## config.mk

```make
export PLATFORM = sky130hd
export DESIGN_NAME = lcd_cmd_arbiter
export DESIGN_NICKNAME = d
export VERILOG_FILES = /design/src/rtl/lcd_pkg.sv /design/src/rtl/lcd_cmd_fifo.sv /design/src/rtl/lcd_cmd_arbiter.sv
export SDC_FILE = /design/constraint.sdc
export NUM_CORES = 1
export LEC_CHECK = 0
export BUFFER_PORTS_ARGS = -buffer_cell sky130_fd_sc_hd__buf_2
export CAP_MARGIN = 25
export CORE_ASPECT_RATIO = 1.75
export CORE_MARGIN = 10
export CORE_UTILIZATION = 50
export CTS_BUF_LIST = sky130_fd_sc_hd__clkbuf_8
export DETAILED_ROUTE_END_ITERATION = 8
export PLACE_DENSITY = 0.71
export SETUP_SLACK_MARGIN = 0.4
export SLEW_MARGIN = 15
export SYNTH_ARGS = -nofsm -noshare
export SYNTH_HDL_FRONTEND = slang
export SYNTH_SLANG_ARGS = --single-unit
export TNS_END_PERCENT = 100
```

## constraint.sdc

```tcl
create_clock -name clk -period 7.1 [get_ports clk]
set_input_delay 0.71 -clock clk [delete_from_list [all_inputs] [get_ports clk]]
set_output_delay 0.71 -clock clk [all_outputs]
set_load 0.02 [all_outputs]
```

## src/rtl/lcd_pkg.sv

```systemverilog
// lcd_pkg -- shared definitions for the LCD command arbiter slice.
//   Opcode constants understood by the image controller, the issue FSM
//   state encoding, and default sizing for the arbiter queues/watchdog.
package lcd_pkg;

   // Image controller opcodes (4-bit). The arbiter passes them through
   // untouched; they are listed here so requesters share one encoding.
   localparam logic [3:0] WRITE    = 4'd0;
   localparam logic [3:0] READ     = 4'd1;
   localparam logic [3:0] CLEAR    = 4'd2;
   localparam logic [3:0] FILL     = 4'd3;
   localparam logic [3:0] SCROLL_X = 4'd4;
   localparam logic [3:0] SCROLL_Y = 4'd5;
   localparam logic [3:0] ROTATE   = 4'd6;
   localparam logic [3:0] INVERT   = 4'd7;
   localparam logic [3:0] BLIT     = 4'd8;
   localparam logic [3:0] SET_WIN  = 4'd9;
   localparam logic [3:0] MIRROR_X = 4'd10;
   localparam logic [3:0] MIRROR_Y = 4'd11;

   // Issue FSM states.
   typedef enum logic [1:0] {
      IDLE    = 2'd0,
      ISSUE   = 2'd1,
      WAIT_HI = 2'd2,
      WAIT_LO = 2'd3
   } arb_state_e;

   localparam int LCD_FIFO_DEPTH = 4;
   localparam int LCD_TIMEOUT    = 255;

endpackage

```

## src/rtl/lcd_cmd_fifo.sv

```systemverilog
// lcd_cmd_fifo -- 4-bit synchronous FIFO holding one requester's opcodes.
//   clk, reset : rising-edge clock, asynchronous active-high reset
//   push, din  : write din when push and not full
//   pop        : drop head when pop and not empty
//   dout       : current head entry (valid when count != 0)
//   count      : registered occupancy, 0..DEPTH
module lcd_cmd_fifo
   import lcd_pkg::*;
#(
   parameter int DEPTH = LCD_FIFO_DEPTH
) (
   input  logic                     clk,
   input  logic                     reset,
   input  logic                     push,
   input  logic [3:0]               din,
   input  logic                     pop,
   output logic [3:0]               dout,
   output logic [$clog2(DEPTH):0]   count
);

   localparam int AW = $clog2(DEPTH);
   localparam int CW = AW + 1;

   logic [DEPTH-1:0][3:0] mem_q, mem_d;
   logic [AW-1:0]         wr_ptr_q, wr_ptr_d;
   logic [AW-1:0]         rd_ptr_q, rd_ptr_d;
   logic [CW-1:0]         count_q, count_d;
   logic                  push_ok, pop_ok;

   assign push_ok = push && (count_q != CW'(DEPTH));
   assign pop_ok  = pop  && (count_q != '0);

   // DEPTH is a power of two, so pointers wrap naturally.
   always_comb begin
      mem_d    = mem_q;
      wr_ptr_d = wr_ptr_q;
      rd_ptr_d = rd_ptr_q;
      if (push_ok) begin
         mem_d[wr_ptr_q] = din;
         wr_ptr_d        = wr_ptr_q + AW'(1);
      end
      if (pop_ok) begin
         rd_ptr_d = rd_ptr_q + AW'(1);
      end
      count_d = count_q + CW'(push_ok) - CW'(pop_ok);
   end

   always_ff @(posedge clk or posedge reset) begin
      if (reset) begin
         mem_q    <= '0;
         wr_ptr_q <= '0;
         rd_ptr_q <= '0;
         count_q  <= '0;
      end else begin
         mem_q    <= mem_d;
         wr_ptr_q <= wr_ptr_d;
         rd_ptr_q <= rd_ptr_d;
         count_q  <= count_d;
      end
   end

   assign dout  = mem_q[rd_ptr_q];
   assign count = count_q;

endmodule

```

## src/rtl/lcd_cmd_arbiter.sv

```systemverilog
// lcd_cmd_arbiter -- two-port command arbiter in front of the LCD image
// controller. Each port has its own queue; one command at a time is issued
// and tracked through the controller's busy handshake before the next.
//   clk, reset            : rising-edge clock, asynchronous active-high reset
//   pX_cmd/valid/ready    : per-port opcode push interface
//   pX_ack                : pulse when that port's command completed
//   pX_wdone              : controller 'done' routed to the current owner
//   cmd, cmd_valid        : registered opcode and one-cycle issue strobe
//   busy, done            : image controller status
//   owner                 : port owning the in-flight command
//   timeout_err           : sticky watchdog error
// Build option: define LCD_ARB_TIMEOUT_EN to enable the busy watchdog;
// without it timeout_err is 0 and the FSM waits on busy indefinitely.
module lcd_cmd_arbiter
   import lcd_pkg::*;
#(
   parameter int FIFO_DEPTH = LCD_FIFO_DEPTH,
   parameter int TIMEOUT    = LCD_TIMEOUT
) (
   input  logic       clk,
   input  logic       reset,
   input  logic [3:0] p0_cmd,
   input  logic       p0_valid,
   output logic       p0_ready,
   output logic       p0_ack,
   output logic       p0_wdone,
   input  logic [3:0] p1_cmd,
   input  logic       p1_valid,
   output logic       p1_ready,
   output logic       p1_ack,
   output logic       p1_wdone,
   output logic [3:0] cmd,
   output logic       cmd_valid,
   input  logic       busy,
   input  logic       done,
   output logic       owner,
   output logic       timeout_err
);

   localparam int CW = $clog2(FIFO_DEPTH) + 1;

   if (TIMEOUT < 1 || TIMEOUT > 255) begin : g_bad_timeout
      $error("lcd_cmd_arbiter: TIMEOUT must fit the 8-bit watchdog (1..255)");
   end

   arb_state_e       state_q, state_d;
   logic [3:0]       cmd_q, cmd_d;
   logic             cmd_valid_q, cmd_valid_d;
   logic             owner_q, owner_d;
   logic             last_grant_q, last_grant_d;
   logic [1:0][3:0]  head;
   logic [CW-1:0]    cnt0, cnt1;
   logic [1:0]       empty, push, pop;
   logic             grant;
   logic             wd_hit;
   logic             complete;

   // ---------------- queues ----------------
   assign p0_ready = cnt0 < CW'(FIFO_DEPTH);
   assign p1_ready = cnt1 < CW'(FIFO_DEPTH);
   assign push     = {p1_valid && p1_ready, p0_valid && p0_ready};
   assign empty    = {cnt1 == '0, cnt0 == '0};

   lcd_cmd_fifo #(.DEPTH(FIFO_DEPTH)) u_fifo0 (
      .clk   (clk),
      .reset (reset),
      .push  (push[0]),
      .din   (p0_cmd),
      .pop   (pop[0]),
      .dout  (head[0]),
      .count (cnt0)
   );

   lcd_cmd_fifo #(.DEPTH(FIFO_DEPTH)) u_fifo1 (
      .clk   (clk),
      .reset (reset),
      .push  (push[1]),
      .din   (p1_cmd),
      .pop   (pop[1]),
      .dout  (head[1]),
      .count (cnt1)
   );

   // ---------------- watchdog ----------------
`ifdef LCD_ARB_TIMEOUT_EN
   logic [7:0] wd_cnt_q, wd_cnt_d;
   logic       timeout_err_q, timeout_err_d;

   assign wd_hit = (state_q == WAIT_HI || state_q == WAIT_LO) &&
                   (wd_cnt_q == 8'(TIMEOUT));

   // Cleared while in ISSUE so it enters WAIT_HI at zero.
   always_comb begin
      wd_cnt_d      = wd_cnt_q;
      timeout_err_d = timeout_err_q | wd_hit;
      if (state_q == ISSUE) begin
         wd_cnt_d = '0;
      end else if (state_q == WAIT_HI || state_q == WAIT_LO) begin
         wd_cnt_d = wd_cnt_q + 8'd1;
      end
   end

   always_ff @(posedge clk or posedge reset) begin
      if (reset) begin
         wd_cnt_q      <= '0;
         timeout_err_q <= 1'b0;
      end else begin
         wd_cnt_q      <= wd_cnt_d;
         timeout_err_q <= timeout_err_d;
      end
   end

   assign timeout_err = timeout_err_q;
`else
   assign wd_hit      = 1'b0;
   assign timeout_err = 1'b0;
`endif

   // Command retires on the busy falling edge, or on watchdog expiry.
   assign complete = ((state_q == WAIT_LO) && !busy) || wd_hit;

   // ---------------- FSM: state register ----------------
   always_ff @(posedge clk or posedge reset) begin
      if (reset) begin
         state_q      <= IDLE;
         cmd_q        <= '0;
         cmd_valid_q  <= 1'b0;
         owner_q      <= 1'b0;
         last_grant_q <= 1'b1;
      end else begin
         state_q      <= state_d;
         cmd_q        <= cmd_d;
         cmd_valid_q  <= cmd_valid_d;
         owner_q      <= owner_d;
         last_grant_q <= last_grant_d;
      end
   end

   // ---------------- FSM: next state ----------------
   always_comb begin
      state_d      = state_q;
      cmd_d        = cmd_q;
      owner_d      = owner_q;
      last_grant_d = last_grant_q;
      pop          = '0;
      grant        = 1'b0;
      case (state_q)
         IDLE: begin
            if (!busy && (empty != 2'b11)) begin
               // Tie goes to the port that did not win last time.
               if (empty == 2'b00) grant = ~last_grant_q;
               else                grant = empty[0];
               pop[grant] = 1'b1;
               cmd_d      = head[grant];
               owner_d    = grant;
               state_d    = ISSUE;
            end
         end
         ISSUE:   state_d = WAIT_HI;
         WAIT_HI: if (busy) state_d = WAIT_LO;
         WAIT_LO: ;
         default: state_d = IDLE;
      endcase
      if (complete) begin
         state_d      = IDLE;
         last_grant_d = owner_q;
      end
      cmd_valid_d = (state_d == ISSUE);
   end

   // ---------------- FSM: outputs ----------------
   always_comb begin
      p0_ack = 1'b0;
      p1_ack = 1'b0;
      if (complete) begin
         if (owner_q) p1_ack = 1'b1;
         else         p0_ack = 1'b1;
      end
   end

   assign p0_wdone  = done && !owner_q;
   assign p1_wdone  = done &&  owner_q;
   assign cmd       = cmd_q;
   assign cmd_valid = cmd_valid_q;
   assign owner     = owner_q;

endmodule

```

==> results of run 1 <==
[cell type report]
type	count	area, um^2	area share (%)
flip-flops and latches	55	1378	47.31
multi-input cells	108	1127	38.72
repair buffers	26	132.6	4.555
inverters	24	90.09	3.094
clock buffers	5	68.82	2.364
well taps	54	67.56	2.321
clock inverters	3	47.55	1.633
[cell families after synthesis]
group | count (synthesis)
other cells | 1
compound gates | 12
flops | 55
xor+xnor | 10
buf+inv | 30
mux | 41
fa+ha+maj | 14
simple gates | 30
[per-stage QoR]
step	util (%)	power, mW
after floorplan	-	0.9948
after global placement	55.22	1.103
after detailed placement	55.22	1.127
after CTS	57.51	1.339
after global routing	57.51	1.427
final	57.51	1.317
[cell usage after synthesis, types with 2 or more instances]
cell type / n
sky130_fd_sc_hd__dfrtp_1: 54
sky130_fd_sc_hd__mux2_2: 33
sky130_fd_sc_hd__inv_1: 24
sky130_fd_sc_hd__ha_1: 12
sky130_fd_sc_hd__nand2_1: 11
sky130_fd_sc_hd__xnor2_1: 9
sky130_fd_sc_hd__mux4_2: 8
sky130_fd_sc_hd__nand4_1: 5
sky130_fd_sc_hd__buf_2: 4
sky130_fd_sc_hd__o221ai_2: 4
sky130_fd_sc_hd__nor2_1: 3
sky130_fd_sc_hd__nor2b_1: 3
sky130_fd_sc_hd__and2_1: 2
sky130_fd_sc_hd__fa_1: 2
sky130_fd_sc_hd__nor3_1: 2
sky130_fd_sc_hd__o21ai_0: 2
sky130_fd_sc_hd__or3_1: 2
[power by group]
part / switching, mW / internal, mW / leakage, nW / total, mW
clock network: 0.106 / 0.107 / 0.0587 / 0.213
logic: 0.230 / 0.276 / 0.640 / 0.506
registers: 0.126 / 0.472 / 0.659 / 0.598
total: 0.461 / 0.856 / 1.36 / 1.32
[flip-flops by register name, summed over array words and instances, names as in the netlist]
name	count
state_q	2
cmd_valid	1
last_grant_q	1
u_fifo1.mem_q	16
u_fifo0.wr_ptr_q	2
u_fifo0.mem_q	16
cmd	4
owner	1
u_fifo1.rd_ptr_q	2
u_fifo1.count	3
u_fifo0.count	3
u_fifo1.wr_ptr_q	2
u_fifo0.rd_ptr_q	2
[worst max path at each step]
stage,start,end,slack (ps)
CTS,u_fifo0.count[1]$_DFF_PP0_,u_fifo0.count[2]$_DFF_PP0_,4600
floorplan,busy,u_fifo0.count[2]$_DFF_PP0_,4630
detailed placement,busy,u_fifo0.count[2]$_DFF_PP0_,4310
global route,u_fifo0.count[1]$_DFF_PP0_,u_fifo0.count[2]$_DFF_PP0_,4440
global placement,busy,u_fifo0.count[2]$_DFF_PP0_,4370
finish,u_fifo0.count[1]$_DFF_PP0_,u_fifo0.count[2]$_DFF_PP0_,4650
[routing by layer]
metal / track usage, % / wire, um / up-vias / share of wire, %
li1: - / - / 714 / -
met1: 13.54 / 1816 / 747 / 40
met2: 21.15 / 2532 / 18 / 56
met3: 2.312 / 136 / 8 / 3.0
met4: 4.949 / 78 / 0 / 1.7
met5: 0 / 0 / - / 0
[worst max-delay path, delay by kind of cell (launching register included)]
family | cells | cell delay (ps)
adders and majority gates | 3 | 770
DFF | 1 | 450
AOI/OAI and AO/OA | 1 | 210
xor gates and xnor gates | 2 | 270
and+or+nand+nor | 1 | 460
buffers and inverters | 3 | 180
==> out/qor_table.md, run 1 <==
| Step | Item | Value |
|---|---|---|
| drt | Detail Route Antenna Nets | 0 |
| final layout | Commonest non-fill, non-tap cell in the layout | sky130_fd_sc_hd__dfrtp_1 |
| logic synthesis | Number of synthesized flops with an enable pin | 0 |
| power | Largest voltage drop on the vdd net | 0.0002066 V |
| drt | DR pass1 iterations | 4 |
| logic synthesis | Predominant post-synthesis flop cell | sky130_fd_sc_hd__dfrtp_1 |
| clock network | Number of clock sinks seen by CTS | 55 |
| sta | Unrepaired setup endpoints after global routing | no |
| clock network | Htree depth | 2 |
| sta | Worst Setup Slack, final | 4646 ps |
| clock network | Number of buffers added by the clock tree synthesis step | 5 |
| logic synthesis | Share of the synthesized netlist area taken by xor and xnor gates | 3.325% |
| sta | Accumulated negative setup slack | 0 ps |
| min path | Cell depth of the worst min-delay path | 1 |
| run | Number of maximum-capacitance constraint violations | 0 |
| sta | Max Clk Rate | 407.6 MHz |
| sta | Hold slack final | 511.0 ps |
| logic synthesis | Count of unique library cells instantiated by Yosys | 30 |
| grt | Number of global-route vias before repair | 1652 |
| logic synthesis | Fraction of the mapped netlist area in compound gates | 5.083% |
| final layout | FILL cells | 450 |
| grt | GR Util All Layers | 12.00% |
| worst setup path | Delay of the slowest cell on the worst path | 460 ps |
| logic synthesis | Post-Synth Adder-Cell Area | 7.221% |
| drt | Routed vias | 1487 |
| clock network | Root buffer cell | sky130_fd_sc_hd__clkbuf_8 |
| sta | Number of pins exceeding their max-slew limit in the final report | 0 |
| floorplan | Core footprint | 5062 um^2 |
| clock network | Number of hold buffers added after cts | 0 |
| logic synthesis | Area share of and/or/nand/nor cells after synthesis | 6.081% |
| grt | Number of antenna violations at the first check in global routing | 0 |
| final layout | Layout overhead on the synthesized area | 10.55% |
| floorplan | DIE WIDTH | 74.87 um |
| place | Last weighted congestion value of the routability-driven placer | 0.7306 |
| logic synthesis | Post-synthesis sequential area ratio | 52.30% |
| sta | Count of final hold-check violations | 0 |
| logic synthesis | Leading area contributor after synthesis | sky130_fd_sc_hd__dfrtp_1 |
| final layout | Fraction of final layout cells sized beyond drive strength 1 | 38.46% |
| logic synthesis | Synth Warn # | 0 |
| worst setup path | Arrival time at the worst endpoint | 2650 ps |
| status | Run status | complete, no violations |
| drt | Routed Wire Length | 4562 um |
| final layout | Final standard cell count with taps included and fillers excluded | 275 |
| min path | Hold worst-path end | u_fifo1.mem_q[10]$_DFFE_PP0P_ |
| worst setup path | Reg-to-reg critical path endpoint | u_fifo0.count[2]$_DFF_PP0_ |
| logic synthesis | Number of cells produced by synthesis | 193 |
| clock network | Maximum number of buffers from clock root to sink | 2 |
| floorplan | Number of rows in the core area | 34 |
| logic synthesis | Combinational family with the most area after synthesis | multiplexers |
| logic synthesis | #FFs+latches synth | 55 |
| worst setup path | Most used cell along the critical path | sky130_fd_sc_hd__inv_1 |
| final layout | Final net count | 248 |
| worst setup path | Worst Path Class, Setup | flip-flop to flip-flop |
| place | Area after DPL | 2795 um^2 |
| floorplan | Total Die Area | 8685 um^2 |
| min path | Hold path start | u_fifo1.mem_q[10]$_DFFE_PP0P_ |
| worst setup path | CP Capture Type | flip-flop |
| floorplan | Vert. Die Dim | 116.0 um |
| power | Total power per unit cell area | 452.3 nW/um^2 |
| worst setup path | Count of cells along the worst register-to-register path | 10 |
| grt | Grt ovf | 0 |
| power | Cell leakage power | 1.357 nW |
| sta | Worst setup skew after layout | 6.788 ps |
| clock network | CTS resizes | 0 |
| worst setup path | Startpoint Class | flip-flop |
| worst setup path | Critical-path cell list | or3_1, o211ai_2, inv_1, ha_1, inv_1, ha_1, inv_1, fa_1, xnor2_1, xnor2_1 |
| worst setup path | Register-to-register setup slack | 4650 ps |
| clock network | Clock transition at the registers of the reported paths | 100 ps |
| logic synthesis | Synth async-reset ratio | 100.0% |
| sta | Number of failing setup endpoints in the final timing report | 0 |
| clock network | Clock tree from TritonCTS | built |
| place | Quantity of I/O buffers inserted on ports | 25 |
| logic synthesis | Top-area cell type share of the netlist area | 51.31% |
| final layout | Antenna diode count | 0 |
| worst setup path | Required time at the endpoint of the critical path | 7300 ps |
| logic synthesis | Net Count, Synth | 221 |
| logic synthesis | Post-Synthesis Mean Instance Area | 13.65 um^2 |
| worst setup path | Slowest cell on the critical path | sky130_fd_sc_hd__or3_1 |
| logic synthesis | Post-synthesis mux area share | 20.95% |
| place | Estimated wirelength of the detail-placed design | 3565 um |
| place | DP Cell Count | 267 |
| sta | Slew at the pin closest to its max-slew limit | 682.9 ps |
| floorplan | Starting density of the core | 52.03% |
| grt | Pin count of the biggest net entering global routing | 56 |
| worst setup path | Reg-to-Reg Start | u_fifo0.count[1]$_DFF_PP0_ |
| sta | Portion of the clock cycle consumed by the worst path in the final layout | 34.56% |
| min path | Type of the most critical hold path | flip-flop to flip-flop |
| sta | Final critical path time including I/O delays and setup | 2454 ps |
| floorplan | Number of ports placed on the die boundary | 27 |
| grt | Global-route wire length before repair | 8079 um |
| drt | Drc violations | 0 |
| clock network | Number of buffers added for setup after CTS | 0 |
| drt | WL per Instance | 16.59 um |
| final layout | Cell area after layout | 2912 um^2 |
| place | Worst slack at placement | 4314 ps |
| worst setup path | Critical path peak fanout | 7 |
| clock network | Clock insertion delay at the later pin of the skew report | 310 ps |
| logic synthesis | Top post-synthesis cells by area | sky130_fd_sc_hd__dfrtp_1 51%, sky130_fd_sc_hd__mux2_2 14%, sky130_fd_sc_hd__mux4_2 6.8%, sky130_fd_sc_hd__ha_1 5.7%, sky130_fd_sc_hd__inv_1 3.4% |
| drt | Vias/cell | 5.407 |
| final layout | Most used cells in the layout excluding fill and tap cells | 54 x sky130_fd_sc_hd__dfrtp_1, 33 x sky130_fd_sc_hd__mux2_2, 25 x sky130_fd_sc_hd__buf_2 |
| drt | Starting DRT DRC Count | 88 |
| logic synthesis | Area of the mapped netlist | 2634 um^2 |
| sta | Max-slew headroom | 54.47% |
No activity file was read; power rests on OpenSTA's default activity.
==> inputs of run 2 (changes only) <==
- PLACE_DENSITY: 0.71 -> 0.74
- clock period: 7.1 -> 2 ns (I/O delays scaled with it)
==> run 2 against run 1 <==
- the flow now finishes with violations (setup timing)
- register-to-register slack worse by 4800 ps
- worst hold slack worse by 360 ps
- critical path depth unchanged
- final cell count up 9.5%
- count of clock-buffer cells in the layout unchanged
- critical path type unchanged
==> out/qor_table.md, run 2 (synthesized netlist as in run 1, its figures left out) <==
| Step | Item | Value | Change |
|---|---|---|---|
| floorplan | Number of rows in the core area | 34 | unchanged |
| final layout | Reg area | 1379 um^2 | was 1378 um^2 |
| final layout | Antenna diode count | 0 | unchanged |
| sta | Unrepaired setup endpoints after global routing | yes | was no |
| power | Largest voltage drop on the vdd net | 0.0009265 V | was 0.0002066 V |
| clock network | Clock transition at the registers of the reported paths | 110 ps | was 100 ps |
| min path | Type of the most critical hold path | primary input to flip-flop | was flip-flop to flip-flop |
| grt | Global-route wire length before repair | 8093 um | was 8079 um |
| clock network | Htree depth | 2 | unchanged |
| place | Worst slack at placement | -184.3 ps | was 4314 ps |
| worst setup path | Startpoint Class | flip-flop | unchanged |
| drt | Drc violations | 0 | unchanged |
| worst setup path | Critical-path cell list | or3_4, o211ai_4, inv_2, ha_4, inv_4, ha_4, inv_2, fa_2, xnor2_2, xnor2_1 | was or3_1, o211ai_2, inv_1, ha_1, inv_1, ha_1, inv_1, fa_1, xnor2_1, xnor2_1 |
| worst setup path | Slowest cell on the critical path | sky130_fd_sc_hd__dfrtp_2 | was sky130_fd_sc_hd__or3_1 |
| drt | Uppermost metal layer occupied by signal nets | met4 | unchanged |
| final layout | Commonest non-fill, non-tap cell in the layout | sky130_fd_sc_hd__dfrtp_1 | unchanged |
| final layout | Final net count | 274 | was 248 |
| final layout | Final standard cell count with taps included and fillers excluded | 301 | was 275 |
| worst setup path | Register-to-register setup slack | -200 ps | was 4650 ps |
| place | Quantity of I/O buffers inserted on ports | 25 | unchanged |
| sta | Max-slew headroom | 59.82% | was 54.47% |
| drt | DR pass1 iterations | 4 | unchanged |
| run | Number of maximum-capacitance constraint violations | 0 | unchanged |
| sta | Accumulated negative setup slack | -468.4 ps | was 0 ps |
| grt | Grt ovf | 0 | unchanged |
| clock network | Maximum number of buffers from clock root to sink | 2 | unchanged |
| grt | Number of global-route vias before repair | 1751 | was 1652 |
| sta | Worst setup skew after layout | 18.04 ps | was 6.788 ps |
| final layout | Fraction of final layout cells sized beyond drive strength 1 | 54.66% | was 38.46% |
| clock network | Number of buffers added by the clock tree synthesis step | 5 | unchanged |
| power | Total power per unit cell area | 1587 nW/um^2 | was 452.3 nW/um^2 |
| grt | Number of antenna violations at the first check in global routing | 0 | unchanged |
| worst setup path | CP Capture Type | flip-flop | unchanged |
| worst setup path | Worst Path Class, Setup | flip-flop to flip-flop | unchanged |
| final layout | FILL cells | 371 | was 450 |
| worst setup path | Count of cells along the worst register-to-register path | 10 | unchanged |
| floorplan | Starting density of the core | 52.03% | unchanged |
| worst setup path | Delay of the slowest cell on the worst path | 440 ps | was 460 ps |
| worst setup path | Reg-to-reg critical path endpoint | u_fifo0.count[2]$_DFF_PP0_ | unchanged |
| sta | Number of failing setup endpoints in the final timing report | 4 | was 0 |
| drt | Metal1 wirelength | 1911 um | was 1816 um |
| drt | Length of routed met2 wiring | 2838 um | was 2532 um |
| drt | Vias/cell | 5.349 | was 5.407 |
| sta | Slew at the pin closest to its max-slew limit | 601.8 ps | was 682.9 ps |
| power | Cell leakage power | 1.485 nW | was 1.357 nW |
| min path | Cell depth of the worst min-delay path | 2 | was 1 |
| min path | Hold path start | p0_cmd[3] | was u_fifo1.mem_q[10]$_DFFE_PP0P_ |
| floorplan | DIE WIDTH | 74.87 um | unchanged |
| place | DP Cell Count | 286 | was 267 |
| drt | WL per Instance | 16.95 um | was 16.59 um |
| clock network | Number of clock sinks seen by CTS | 55 | unchanged |
| drt | Detail Route Antenna Nets | 0 | unchanged |
| drt | Routed vias | 1610 | was 1487 |
| place | Last weighted congestion value of the routability-driven placer | 0.7535 | was 0.7306 |
| worst setup path | Required time at the endpoint of the critical path | 2200 ps | was 7300 ps |
| sta | Count of final hold-check violations | 0 | unchanged |
| final layout | Most used cells in the layout excluding fill and tap cells | 53 x sky130_fd_sc_hd__dfrtp_1, 33 x sky130_fd_sc_hd__mux2_2, 24 x sky130_fd_sc_hd__buf_2 | was 54 x sky130_fd_sc_hd__dfrtp_1, 33 x sky130_fd_sc_hd__mux2_2, 25 x sky130_fd_sc_hd__buf_2 |
| floorplan | Core footprint | 5062 um^2 | unchanged |
| final layout | Final core utilization | 64.06% | was 57.51% |
| place | Estimated wirelength of the detail-placed design | 3761 um | was 3565 um |
| worst setup path | Arrival time at the worst endpoint | 2400 ps | was 2650 ps |
| clock network | Clock tree from TritonCTS | built | unchanged |
| worst setup path | Critical path peak fanout | 3 | was 7 |
| sta | Worst Setup Slack, final | -200.8 ps | was 4646 ps |
| final layout | Area occupied by multi-input gates | 1262 um^2 | was 1127 um^2 |
| sta | Max Clk Rate | 454.4 MHz | was 407.6 MHz |
| floorplan | Total Die Area | 8685 um^2 | unchanged |
| sta | Portion of the clock cycle consumed by the worst path in the final layout | 110.0% | was 34.56% |
| status | Run status | finished with violations | was complete, no violations |
| drt | Starting DRT DRC Count | 33 | was 88 |
| grt | GR Util All Layers | 12.17% | was 12.00% |
| clock network | Clock insertion delay at the later pin of the skew report | 320 ps | was 310 ps |
| sta | Number of pins exceeding their max-slew limit in the final report | 0 | unchanged |
| min path | Hold worst-path end | u_fifo0.mem_q[15]$_DFFE_PP0P_ | was u_fifo1.mem_q[10]$_DFFE_PP0P_ |
| grt | Pin count of the biggest net entering global routing | 30 | was 56 |
| clock network | Root buffer cell | sky130_fd_sc_hd__clkbuf_8 | unchanged |
| final layout | Layout overhead on the synthesized area | 23.14% | was 10.55% |
| drt | Sum of met3 wire segment lengths after detailed routing | 214 um | was 136 um |
| drt | Routed Wire Length | 5101 um | was 4562 um |
| floorplan | Vert. Die Dim | 116.0 um | unchanged |
| floorplan | Number of ports placed on the die boundary | 27 | unchanged |
| worst setup path | Reg-to-Reg Start | u_fifo0.count[2]$_DFF_PP0_ | was u_fifo0.count[1]$_DFF_PP0_ |
| status | Violated checks | setup timing |  |
| sta | Final critical path time including I/O delays and setup | 2201 ps | was 2454 ps |
-- run 2: cell types whose count changed in the layout (fill, tap and decap cells not counted), sizes merged --
cell	change
inv	-1
clkinvlp	+1
buf	+25
bufinv	-1
clkinv	+1
dlygate4sd3	+1
-- run 2: final cells by class --
class	instances	share of cell area, %
Sequential cell	55	42.52
Inverter	24	2.855
Clock buffer	5	2.122
Timing Repair Buffer	52	10.73
Tap cell	54	2.083
Multi-Input combinational cell	108	38.93
Clock inverter	3	0.7716
-- run 2: stage by stage --
step                      power [mW]  hold slack [ps]  cell area, um^2
after CTS                      4.987            140.5             3126
after global routing           5.529            141.5             3243
after detailed placement       4.299            304.9             2994
after floorplan                3.623            320.7             2690
final                          5.148            147.6             3243
after global placement         4.214            304.0             2994
-- run 2: metal layers --
layer / vias to the layer above / GRT usage, %
met1: 801 / 12.63
met5: - / 0
met4: 0 / 5.711
met2: 30 / 21.84
met3: 14 / 3.082
li1: 765 / -
-- run 2: worst max path at each step --
stage | startpoint | to | slack, ps | cells after the start
4_1_cts | u_fifo0.count[0]$_DFF_PP0_ | u_fifo0.count[2]$_DFF_PP0_ | -190 | 10
2_1_floorplan | u_fifo0.count[1]$_DFF_PP0_ | u_fifo0.count[2]$_DFF_PP0_ | -240 | 10
5_1_grt | u_fifo0.count[2]$_DFF_PP0_ | u_fifo0.count[2]$_DFF_PP0_ | -260 | 10
3_3_place_gp | u_fifo0.count[1]$_DFF_PP0_ | u_fifo0.count[2]$_DFF_PP0_ | -120 | 10
6_report | u_fifo0.count[2]$_DFF_PP0_ | u_fifo0.count[2]$_DFF_PP0_ | -200 | 10
3_5_place_dp | u_fifo0.count[1]$_DFF_PP0_ | u_fifo0.count[2]$_DFF_PP0_ | -180 | 10
-- run 2: worst max-delay path, delay by kind of cell, from the launching register on --
kind | cells | cell delay, ps
xor gates and xnor gates | 2 | 270
adders and majority gates | 3 | 730
AOI/OAI and AO/OA | 1 | 100
and+or+nand+nor | 1 | 410
DFF | 1 | 440
buffers and inverters | 3 | 140
-- run 2: what timing repair did --
item | in CTS | in global routing
setup buffers | 2 | 4
gates resized for setup | 3 | 23
endpoints found under the setup margin | 22 | 11
hold endpoints to repair | 26 | 0
pin swaps | 0 | 8
hold buffers | 1 | 0
-- run 2: report_power, final --
part / internal [mW] / switching (mW)
Combinational: 1.37 / 1.05
Sequential: 1.68 / 0.424
Clock: 0.251 / 0.374
Total: 3.30 / 1.85
